$ cat src/rtl/mem_stage_if.sv
// Byte-serial memory port between the memory-access stage and the memory controller.
interface mem_stage_if #(
  parameter int unsigned ADDR_W = 32
);
  logic              mem_req_o;
  logic              mem_we_o;
  logic [ADDR_W-1:0] mem_a_o;
  logic [7:0]        mem_dout_o;
  logic [7:0]        mem_din_i;
  logic              mem_ack_i;

  modport master (
    output mem_req_o, mem_we_o, mem_a_o, mem_dout_o,
    input  mem_din_i, mem_ack_i
  );

  modport slave (
    input  mem_req_o, mem_we_o, mem_a_o, mem_dout_o,
    output mem_din_i, mem_ack_i
  );
endinterface

$ cat src/rtl/mem_stage.sv
// Memory-access stage: ALU results pass straight through; loads and stores
// run as byte-serial little-endian transfers while the pipeline is stalled.
module mem_stage #(
  parameter int unsigned ADDR_W = 32,
  parameter int unsigned DATA_W = 32,
  parameter int unsigned OP_W   = 8,
  parameter int unsigned SEL_W  = 3,
  // aluop encodings of the memory ops; override to match the core's op defines
  parameter logic [OP_W-1:0] OP_LB  = OP_W'('h40),
  parameter logic [OP_W-1:0] OP_LH  = OP_W'('h41),
  parameter logic [OP_W-1:0] OP_LW  = OP_W'('h42),
  parameter logic [OP_W-1:0] OP_LBU = OP_W'('h43),
  parameter logic [OP_W-1:0] OP_LHU = OP_W'('h44),
  parameter logic [OP_W-1:0] OP_SB  = OP_W'('h45),
  parameter logic [OP_W-1:0] OP_SH  = OP_W'('h46),
  parameter logic [OP_W-1:0] OP_SW  = OP_W'('h47)
) (
  input  logic              clk,
  input  logic              rst,
  input  logic [DATA_W-1:0] rd_data_i,
  input  logic [4:0]        rd_addr_i,
  input  logic              rd_enable_i,
  input  logic [OP_W-1:0]   aluop_i,
  input  logic [SEL_W-1:0]  alusel_i,
  input  logic [ADDR_W-1:0] mem_addr_i,
  output logic [DATA_W-1:0] rd_data_o,
  output logic [4:0]        rd_addr_o,
  output logic              rd_enable_o,
  output logic              stall_req_o,
  mem_stage_if.master       mem
);

  typedef enum logic [1:0] {IDLE, ACCESS, DONE} state_t;

  state_t      state, state_nx;
  logic [1:0]  idx;
  logic [1:0]  nbytes;
  logic [31:0] load_buf;

  logic        is_load, is_store, is_mem, sign_ext;
  logic [1:0]  nbytes_dec;
  logic [7:0]  store_byte;
  logic [DATA_W-1:0] load_ext;
  logic        unused_sel;

  assign unused_sel = ^alusel_i;
  assign is_mem     = is_load | is_store;

  // Decode op class and transfer size (count-1) from aluop
  always_comb begin
    is_load    = 1'b0;
    is_store   = 1'b0;
    sign_ext   = 1'b0;
    nbytes_dec = 2'd0;
    case (aluop_i)
      OP_LB:  begin is_load  = 1'b1; sign_ext = 1'b1; end
      OP_LH:  begin is_load  = 1'b1; sign_ext = 1'b1; nbytes_dec = 2'd1; end
      OP_LW:  begin is_load  = 1'b1; nbytes_dec = 2'd3; end
      OP_LBU: begin is_load  = 1'b1; end
      OP_LHU: begin is_load  = 1'b1; nbytes_dec = 2'd1; end
      OP_SB:  begin is_store = 1'b1; end
      OP_SH:  begin is_store = 1'b1; nbytes_dec = 2'd1; end
      OP_SW:  begin is_store = 1'b1; nbytes_dec = 2'd3; end
      default: ;
    endcase
  end

  // Store byte select and load result extension
  always_comb begin
    case (idx)
      2'd0:    store_byte = rd_data_i[7:0];
      2'd1:    store_byte = rd_data_i[15:8];
      2'd2:    store_byte = rd_data_i[23:16];
      default: store_byte = rd_data_i[31:24];
    endcase
    case (nbytes_dec)
      2'd0:    load_ext = {{(DATA_W-8){sign_ext & load_buf[7]}}, load_buf[7:0]};
      2'd1:    load_ext = {{(DATA_W-16){sign_ext & load_buf[15]}}, load_buf[15:0]};
      default: load_ext = DATA_W'(load_buf);
    endcase
  end

  // State register
  always_ff @(posedge clk or negedge rst) begin
    if (!rst) state <= IDLE;
    else      state <= state_nx;
  end

  // Byte index, size and load buffer
  always_ff @(posedge clk or negedge rst) begin
    if (!rst) begin
      idx      <= '0;
      nbytes   <= '0;
      load_buf <= '0;
    end else begin
      case (state)
        IDLE: if (is_mem) begin
          idx      <= '0;
          nbytes   <= nbytes_dec;
          load_buf <= '0;
        end
        ACCESS: if (mem.mem_ack_i) begin
          if (is_load) load_buf[{idx, 3'b000} +: 8] <= mem.mem_din_i;
          if (idx != nbytes) idx <= idx + 2'd1;
        end
        default: ;
      endcase
    end
  end

  // Next state and all outputs; everything is held at zero while reset is low
  always_comb begin
    state_nx       = state;
    rd_data_o      = '0;
    rd_addr_o      = '0;
    rd_enable_o    = 1'b0;
    stall_req_o    = 1'b0;
    mem.mem_req_o  = 1'b0;
    mem.mem_we_o   = 1'b0;
    mem.mem_a_o    = '0;
    mem.mem_dout_o = '0;
    case (state)
      IDLE: begin
        if (is_mem) begin
          stall_req_o = 1'b1;
          state_nx    = ACCESS;
        end else begin
          rd_data_o   = rd_data_i;
          rd_addr_o   = rd_addr_i;
          rd_enable_o = rd_enable_i;
        end
      end
      ACCESS: begin
        stall_req_o    = 1'b1;
        mem.mem_req_o  = 1'b1;
        mem.mem_we_o   = is_store;
        mem.mem_a_o    = mem_addr_i + ADDR_W'(idx);
        mem.mem_dout_o = store_byte;
        if (mem.mem_ack_i && (idx == nbytes)) state_nx = DONE;
      end
      DONE: begin
        state_nx  = IDLE;
        rd_addr_o = rd_addr_i;
        if (is_load) begin
          rd_data_o   = load_ext;
          rd_enable_o = rd_enable_i;
        end
      end
      default: state_nx = IDLE;
    endcase
    if (!rst) begin
      rd_data_o      = '0;
      rd_addr_o      = '0;
      rd_enable_o    = 1'b0;
      stall_req_o    = 1'b0;
      mem.mem_req_o  = 1'b0;
      mem.mem_we_o   = 1'b0;
      mem.mem_a_o    = '0;
      mem.mem_dout_o = '0;
    end
  end

endmodule

$ cat src/flat_wrapper.sv
// flat-port wrapper written by rule: the top's interface ports become plain ports
module mem_stage_flat 
#(
  parameter int unsigned ADDR_W = 32,
  parameter int unsigned DATA_W = 32,
  parameter int unsigned OP_W   = 8,
  parameter int unsigned SEL_W  = 3,
                                                                               
  parameter logic [OP_W-1:0] OP_LB  = OP_W'('h40),
  parameter logic [OP_W-1:0] OP_LH  = OP_W'('h41),
  parameter logic [OP_W-1:0] OP_LW  = OP_W'('h42),
  parameter logic [OP_W-1:0] OP_LBU = OP_W'('h43),
  parameter logic [OP_W-1:0] OP_LHU = OP_W'('h44),
  parameter logic [OP_W-1:0] OP_SB  = OP_W'('h45),
  parameter logic [OP_W-1:0] OP_SH  = OP_W'('h46),
  parameter logic [OP_W-1:0] OP_SW  = OP_W'('h47)
)
  (clk, rst, rd_data_i, rd_addr_i, rd_enable_i, aluop_i, alusel_i, mem_addr_i, rd_data_o, rd_addr_o, rd_enable_o, stall_req_o, mem_mem_req_o, mem_mem_we_o, mem_mem_a_o, mem_mem_dout_o, mem_mem_din_i, mem_mem_ack_i);
  mem_stage_if #(.ADDR_W(ADDR_W)) mem_i ();
  input  logic clk;
  input  logic rst;
  input  logic [DATA_W-1:0] rd_data_i;
  input  logic [4:0] rd_addr_i;
  input  logic rd_enable_i;
  input  logic [OP_W-1:0] aluop_i;
  input  logic [SEL_W-1:0] alusel_i;
  input  logic [ADDR_W-1:0] mem_addr_i;
  output logic [DATA_W-1:0] rd_data_o;
  output logic [4:0] rd_addr_o;
  output logic rd_enable_o;
  output logic stall_req_o;
  output wire logic [$bits(mem_i.mem_req_o)-1:0] mem_mem_req_o;
  output wire logic [$bits(mem_i.mem_we_o)-1:0] mem_mem_we_o;
  output wire logic [$bits(mem_i.mem_a_o)-1:0] mem_mem_a_o;
  output wire logic [$bits(mem_i.mem_dout_o)-1:0] mem_mem_dout_o;
  input wire logic [$bits(mem_i.mem_din_i)-1:0] mem_mem_din_i;
  input wire logic [$bits(mem_i.mem_ack_i)-1:0] mem_mem_ack_i;
  assign mem_mem_req_o = mem_i.mem_req_o;
  assign mem_mem_we_o = mem_i.mem_we_o;
  assign mem_mem_a_o = mem_i.mem_a_o;
  assign mem_mem_dout_o = mem_i.mem_dout_o;
  assign mem_i.mem_din_i = mem_mem_din_i;
  assign mem_i.mem_ack_i = mem_mem_ack_i;
  mem_stage #(.ADDR_W(ADDR_W), .DATA_W(DATA_W), .OP_W(OP_W), .SEL_W(SEL_W), .OP_LB(OP_LB), .OP_LH(OP_LH), .OP_LW(OP_LW), .OP_LBU(OP_LBU), .OP_LHU(OP_LHU), .OP_SB(OP_SB), .OP_SH(OP_SH), .OP_SW(OP_SW)) u_core (.clk(clk), .rst(rst), .rd_data_i(rd_data_i), .rd_addr_i(rd_addr_i), .rd_enable_i(rd_enable_i), .aluop_i(aluop_i), .alusel_i(alusel_i), .mem_addr_i(mem_addr_i), .rd_data_o(rd_data_o), .rd_addr_o(rd_addr_o), .rd_enable_o(rd_enable_o), .stall_req_o(stall_req_o), .mem(mem_i));
endmodule
$ cat config.mk
export PLATFORM = sky130hd
export DESIGN_NAME = mem_stage_flat
export DESIGN_NICKNAME = d
export VERILOG_FILES = /design/src/rtl/mem_stage_if.sv /design/src/rtl/mem_stage.sv /design/src/flat_wrapper.sv
export SDC_FILE = /design/constraint.sdc
export NUM_CORES = 1
export LEC_CHECK = 0
export CAP_MARGIN = 15
export CORE_MARGIN = 2
export CORE_UTILIZATION = 40
export CTS_CLUSTER_SIZE = 10
export DETAILED_ROUTE_END_ITERATION = 10
export HOLD_SLACK_MARGIN = 0.05
export PLACE_DENSITY = 0.75
export SLEW_MARGIN = 40
export SYNTH_ARGS = -nofsm -noshare
export SYNTH_HDL_FRONTEND = slang
export SYNTH_SLANG_ARGS = --single-unit
$ cat constraint.sdc
create_clock -name clk -period 10 [get_ports clk]
set_clock_uncertainty 0.05 [all_clocks]
set_input_delay 2.5 -clock clk [delete_from_list [all_inputs] [get_ports clk]]
set_output_delay 2.5 -clock clk [all_outputs]
set_load 0.02 [all_outputs]
==> results of run 1 <==
[where the power goes]
part	internal, W	total [W]	switching (W)
clock	0.000100	0.000159	0.0000592
combinational	0.000195	0.000431	0.000236
sequential	0.000208	0.000250	0.0000425
total	0.000503	0.000840	0.000338
[metrics by stage]
step           area, um2  hold slack, ps  std cells
2_1_floorplan       3690             417        483
3_3_place_gp        5440             457        738
3_5_place_dp        5440             461        738
4_1_cts             5580             475        746
5_1_grt             5590             486        747
6_report            5590             472        747
[state kept, by name, indices dropped and copies added, names as in the netlist]
signal and cells:
u_core.state 2, u_core.nbytes 2, u_core.idx 2, u_core.load_buf 32
[final cells by class]
type                    instances  share of cell area [%]
clock buffers                   5                    1.23
clock inverters                 3                    1.23
inverters                      40                    2.69
well taps                     111                    2.48
multi-input cells             374                    44.3
flip-flops and latches         38                    17.0
repair buffers                176                    31.1
[worst max-delay path by stage]
stage,endpoint,slack [ps],start,cells after the start
2_1_floorplan,mem_mem_a_o[28],3070,mem_addr_i[0],8
3_3_place_gp,mem_mem_a_o[30],2090,mem_addr_i[0],8
3_5_place_dp,mem_mem_a_o[24],2030,mem_addr_i[0],8
4_1_cts,mem_mem_a_o[24],2010,mem_addr_i[0],8
5_1_grt,mem_mem_a_o[24],1830,mem_addr_i[0],8
6_report,mem_mem_a_o[24],2000,mem_addr_i[0],8
[cell usage in the layout (no fill, tap or decap), drive strengths merged, types with 12 or more instances in the layout]
master           n
or4             15
mux2i           35
inv             40
clkdlybuf4s50  168
o31ai           12
nor2            57
a21oi           31
nand2           60
dfrtp           38
o2bb2ai         17
nand3           16
[cell families after synthesis]
family,count (synthesis),synth area share (%)
simple gates,205,27.7
compound gates,108,22.2
buf+inv,71,7.52
flops,38,25.8
mux,36,9.79
xor+xnor,16,3.80
fa+ha+maj,9,3.25
[critical path, stage by stage]
cell and delay (ps):
clkdlybuf4s50_1 460, ha_1 180, fa_1 240, and4_1 340
nand3_1 350, or4_1 570, a21oi_1 170, clkdlybuf4s50_1 640
[routing by layer]
layer	routed length (um)	track usage, %	vias to the layer above
li1	-	-	2070
met1	5450	34.8	1969
met2	5860	40.0	182
met3	987	4.67	13
met4	202	6.43	0
met5	0	0	-
==> reports/metrics.yaml, run 1 <==
grt_pass1_vias: 4068
power_w: 0.000840
die_area_um2: 10000
status: "completed"
cts_tree: "done"
crit_path_end_kind: "primary output"
cts_setup_buffers: 0
maxSlewViolCount: 0
hold_depth: 2
routedWlPerCell_um: 16.7
die_w_um: 100
clock_sinks: 38
ys_async_sr_fraction_pct: 100
synth.distinct_cells: 51
die_h_um: 100
seq_area_um2: 951
syn_nets: 584
core_um2: 9110
track_usage_pct: 24.9
synth_top_area_share_pct: 25.8
yosys.cell_count.top_type: "nand2_1"
rr_startpoint: "u_core.idx[0]$_DFFE_PN0P_"
setup_ws_ps: 2000
reg2reg_to: "u_core.load_buf[26]$_DFFE_PN0P_"
antenna_left: 0
drt_iter0_markers: 285
wl_um: 12500
place_hpwl_um: 9920
vias_per_cell: 5.67
ys_seq_area_share_pct: 25.8
drc_errors: 0
syn_inst: 483
crit_type: "in2out"
grt_overflow_total: 0
clk_latency_ps: 290
synth_top_cell_by_area: "dfrtp_1"
post-route-util_pct: 61.4
max_freq_mhz: 125
n_fill_cell: 831
synth_edf_count: 0
clkTransAtPathRegs_ps: 80
path_max_fanout: 12
synth-seq-cells: 38
slew_headroom_pct: 54.9
r2r_cells: 4
nNetsFinal: 736
start_util_pct: 40.5
netlist_top_cells_area: "dfrtp_1 26%, mux2i_1 9.5%, nand2_1 6.0%"
dp_slack_ps: 2030
arrival_ps: 5450
n_antenna_cell: 0
rsz0062_at_grt: "no"
final_layout_size_suffix_gt1_share_pct: 5.03
hold_end: "u_core.load_buf[14]$_DFFE_PN0P_"
clk_path_buf_depth: 2
cts_buffers: 5
area_growth_pct: 51.4
holdBufCountCts: 0
antenna_found_initial: 0
port_buffers: 169
finalSetupViolCount: 0
ys_warn_count: 0
ioPinCount: 173
synthTopCellsByCount: "59 x nand2_1, 57 x nor2_1, 40 x inv_1"
cts_resized: 0
fin_setup_tns_ps: 0
required_ps: 7450
startpoint_type: "input pin"
grt_max_degree: 36
leakagePower_nw: 2.05
cts-htree-levels: 2
ir_drop_mv: 0.0721
r2r_slack_ps: 7630
fin_crit_sh_pct: 80.0
min_from: "u_core.load_buf[14]$_DFFE_PN0P_"
min_period_ps: 8000
drt-pass1-iter-count: 5
power_density_nw_per_um2: 150
tightest_slew_ps: 671
multi_input_area_um2: 2470
grt_first_pass_wirelength_um: 20300
syn_area_per_cell_um2: 7.64
clockRootBuffer: "clkbuf_8"
rows: 35
maxCapViolations: 0
synth_flop_cell: "dfrtp_1"
hold_class: "reg2reg"
finalHoldViolCount: 0
vias: 4234
synth_area_um2: 3690
gp_congestion: 0.846
Note: power is estimated with default switching activity, not from simulation.
==> inputs of run 2 (changes only) <==
==> constraint.sdc (replaced) <==
create_clock -name clk -period 7.6 [get_ports clk]
set_clock_uncertainty 0.05 [all_clocks]
set_input_delay 1.9 -clock clk [delete_from_list [all_inputs] [get_ports clk]]
set_output_delay 1.9 -clock clk [all_outputs]
set_load 0.02 [all_outputs]
==> run 2 against run 1 <==
Effect of this change: count of clock-buffer cells in the layout unchanged; non-clock buffer count rose by 1; setup slack worse by 1200 ps; critical endpoint is now mem_mem_a_o[28]; largest cell class unchanged.
==> reports/metrics.yaml, run 2 (synthesis gave the netlist of run 1 again) <==
die_area_um2: 10000
die_h_um: 100
n_fill_cell: 797
min_period_ps: 6830
wl_um: 13000
port_buffers: 169
gp_congestion: 0.858
clk_latency_ps: 300
cts_tree: "done"
clk_path_buf_depth: 2
antenna_found_initial: 0
routedWlPerCell_um: 17.4
final_layout_size_suffix_gt1_share_pct: 5.18
rsz0062_at_grt: "no"
clock_sinks: 38
track_usage_pct: 25.4
drc_errors: 0
grt_overflow_total: 0
die_w_um: 100
vias_per_cell: 5.75
finalHoldViolCount: 0
clkTransAtPathRegs_ps: 90
ioPinCount: 173
place_hpwl_um: 10100
grt_first_pass_wirelength_um: 20700
hold_class: "reg2reg"
arrival_ps: 4880
mostFrequentLayoutCells: "168 x clkdlybuf4s50_1, 59 x nand2_1, 57 x nor2_1"
setup_ws_ps: 768
hold_depth: 2
slew_headroom_pct: 47.0
dp_slack_ps: 818
cts_resized: 0
n_antenna_cell: 0
fin_crit_sh_pct: 89.9
largest_register: "u_core.load_buf"
nNetsFinal: 737
core_um2: 9110
cts-htree-levels: 2
rows: 35
ir_drop_mv: 0.103
cts_setup_buffers: 0
final_area_um2: 5600
fin_setup_tns_ps: 0
power_density_nw_per_um2: 199
placed_cell_area_um2: 5450
crit_type: "in2out"
largest_register_ffs: 32
drt-pass1-iter-count: 6
r2r_cells: 5
final_common_cell: "clkdlybuf4s50_1"
leakagePower_nw: 2.06
finalSetupViolCount: 0
antenna_left: 0
maxSlewViolCount: 0
crit_path_end_kind: "primary output"
grt_max_degree: 29
area_growth_pct: 51.6
holdBufCountCts: 0
cts_buffers: 5
tightest_slew_ps: 789
start_util_pct: 40.5
maxCapViolations: 0
path_max_fanout: 12
clockRootBuffer: "clkbuf_8"
status: "completed"
grt_pass1_vias: 4169
startpoint_type: "input pin"
drt_iter0_markers: 318
vias: 4301
required_ps: 5650
max_freq_mhz: 146
==> run 2: cell count changes in the layout (fill, tap and decap cells not counted) <==
cell | previous run | this run
buf_4 | 7 | 8
==> run 2: worst paths after layout <==
path / from / to / slack, ps
max in group asynchronous: rst / u_core.load_buf[6]$_DFFE_PN0P_ / 5660
min: u_core.load_buf[29]$_DFFE_PN0P_ / u_core.load_buf[29]$_DFFE_PN0P_ / 470
min reg2reg: u_core.load_buf[29]$_DFFE_PN0P_ / u_core.load_buf[29]$_DFFE_PN0P_ / 470
max reg2reg: u_core.idx[0]$_DFFE_PN0P_ / u_core.load_buf[26]$_DFFE_PN0P_ / 5090
min in group asynchronous: rst / u_core.load_buf[7]$_DFFE_PN0P_ / 1530
max: mem_addr_i[0] / mem_mem_a_o[28] / 770
==> run 2: metrics by stage <==
stage / cells / total power, W / util (%) / hold slack (ps)
after floorplan: 483 / 0.000646 / - / 417
after global placement: 739 / 0.000880 / 59.8 / 449
after detailed placement: 739 / 0.000895 / 59.8 / 453
after CTS: 747 / 0.00111 / 61.3 / 472
after global routing: 748 / 0.00119 / 61.5 / 500
final: 748 / 0.00112 / 61.5 / 472
==> run 2: power breakdown <==
group | switching, W | leakage [nW] | internal (W) | total [W]
logic | 0.000316 | 1.50 | 0.000256 | 0.000572
registers | 0.0000578 | 0.488 | 0.000274 | 0.000331
clock network | 0.0000810 | 0.0683 | 0.000132 | 0.000213
total | 0.000454 | 2.06 | 0.000662 | 0.00112
==> run 2: layer usage <==
metal | GRT usage [%] | part of all wire, % | vias to the layer above | wire length (um)
li1 | - | - | 2065 | -
met1 | 34.4 | 43 | 1999 | 5640
met2 | 40.9 | 46 | 214 | 6000
met3 | 6.06 | 8.3 | 23 | 1080
met4 | 7.06 | 2.3 | 0 | 297
met5 | 0 | 0 | - | 0
==> run 2: cell type report <==
class	instances	area, um2	share of cell area [%]
Multi-Input combinational cell	374	2470	44.2
Clock buffer	5	68.8	1.23
Inverter	40	150	2.68
Timing Repair Buffer	177	1750	31.2
Clock inverter	3	68.8	1.23
Tap cell	111	139	2.48
Sequential cell	38	951	17.0
==> run 2: critical path, cell delays in order <==
cell	delay, ps
clkdlybuf4s50_1	460
ha_1	180
fa_1	230
and4_1	330
nand3_1	350
or4_1	580
a21oi_1	200
clkdlybuf4s50_1	650
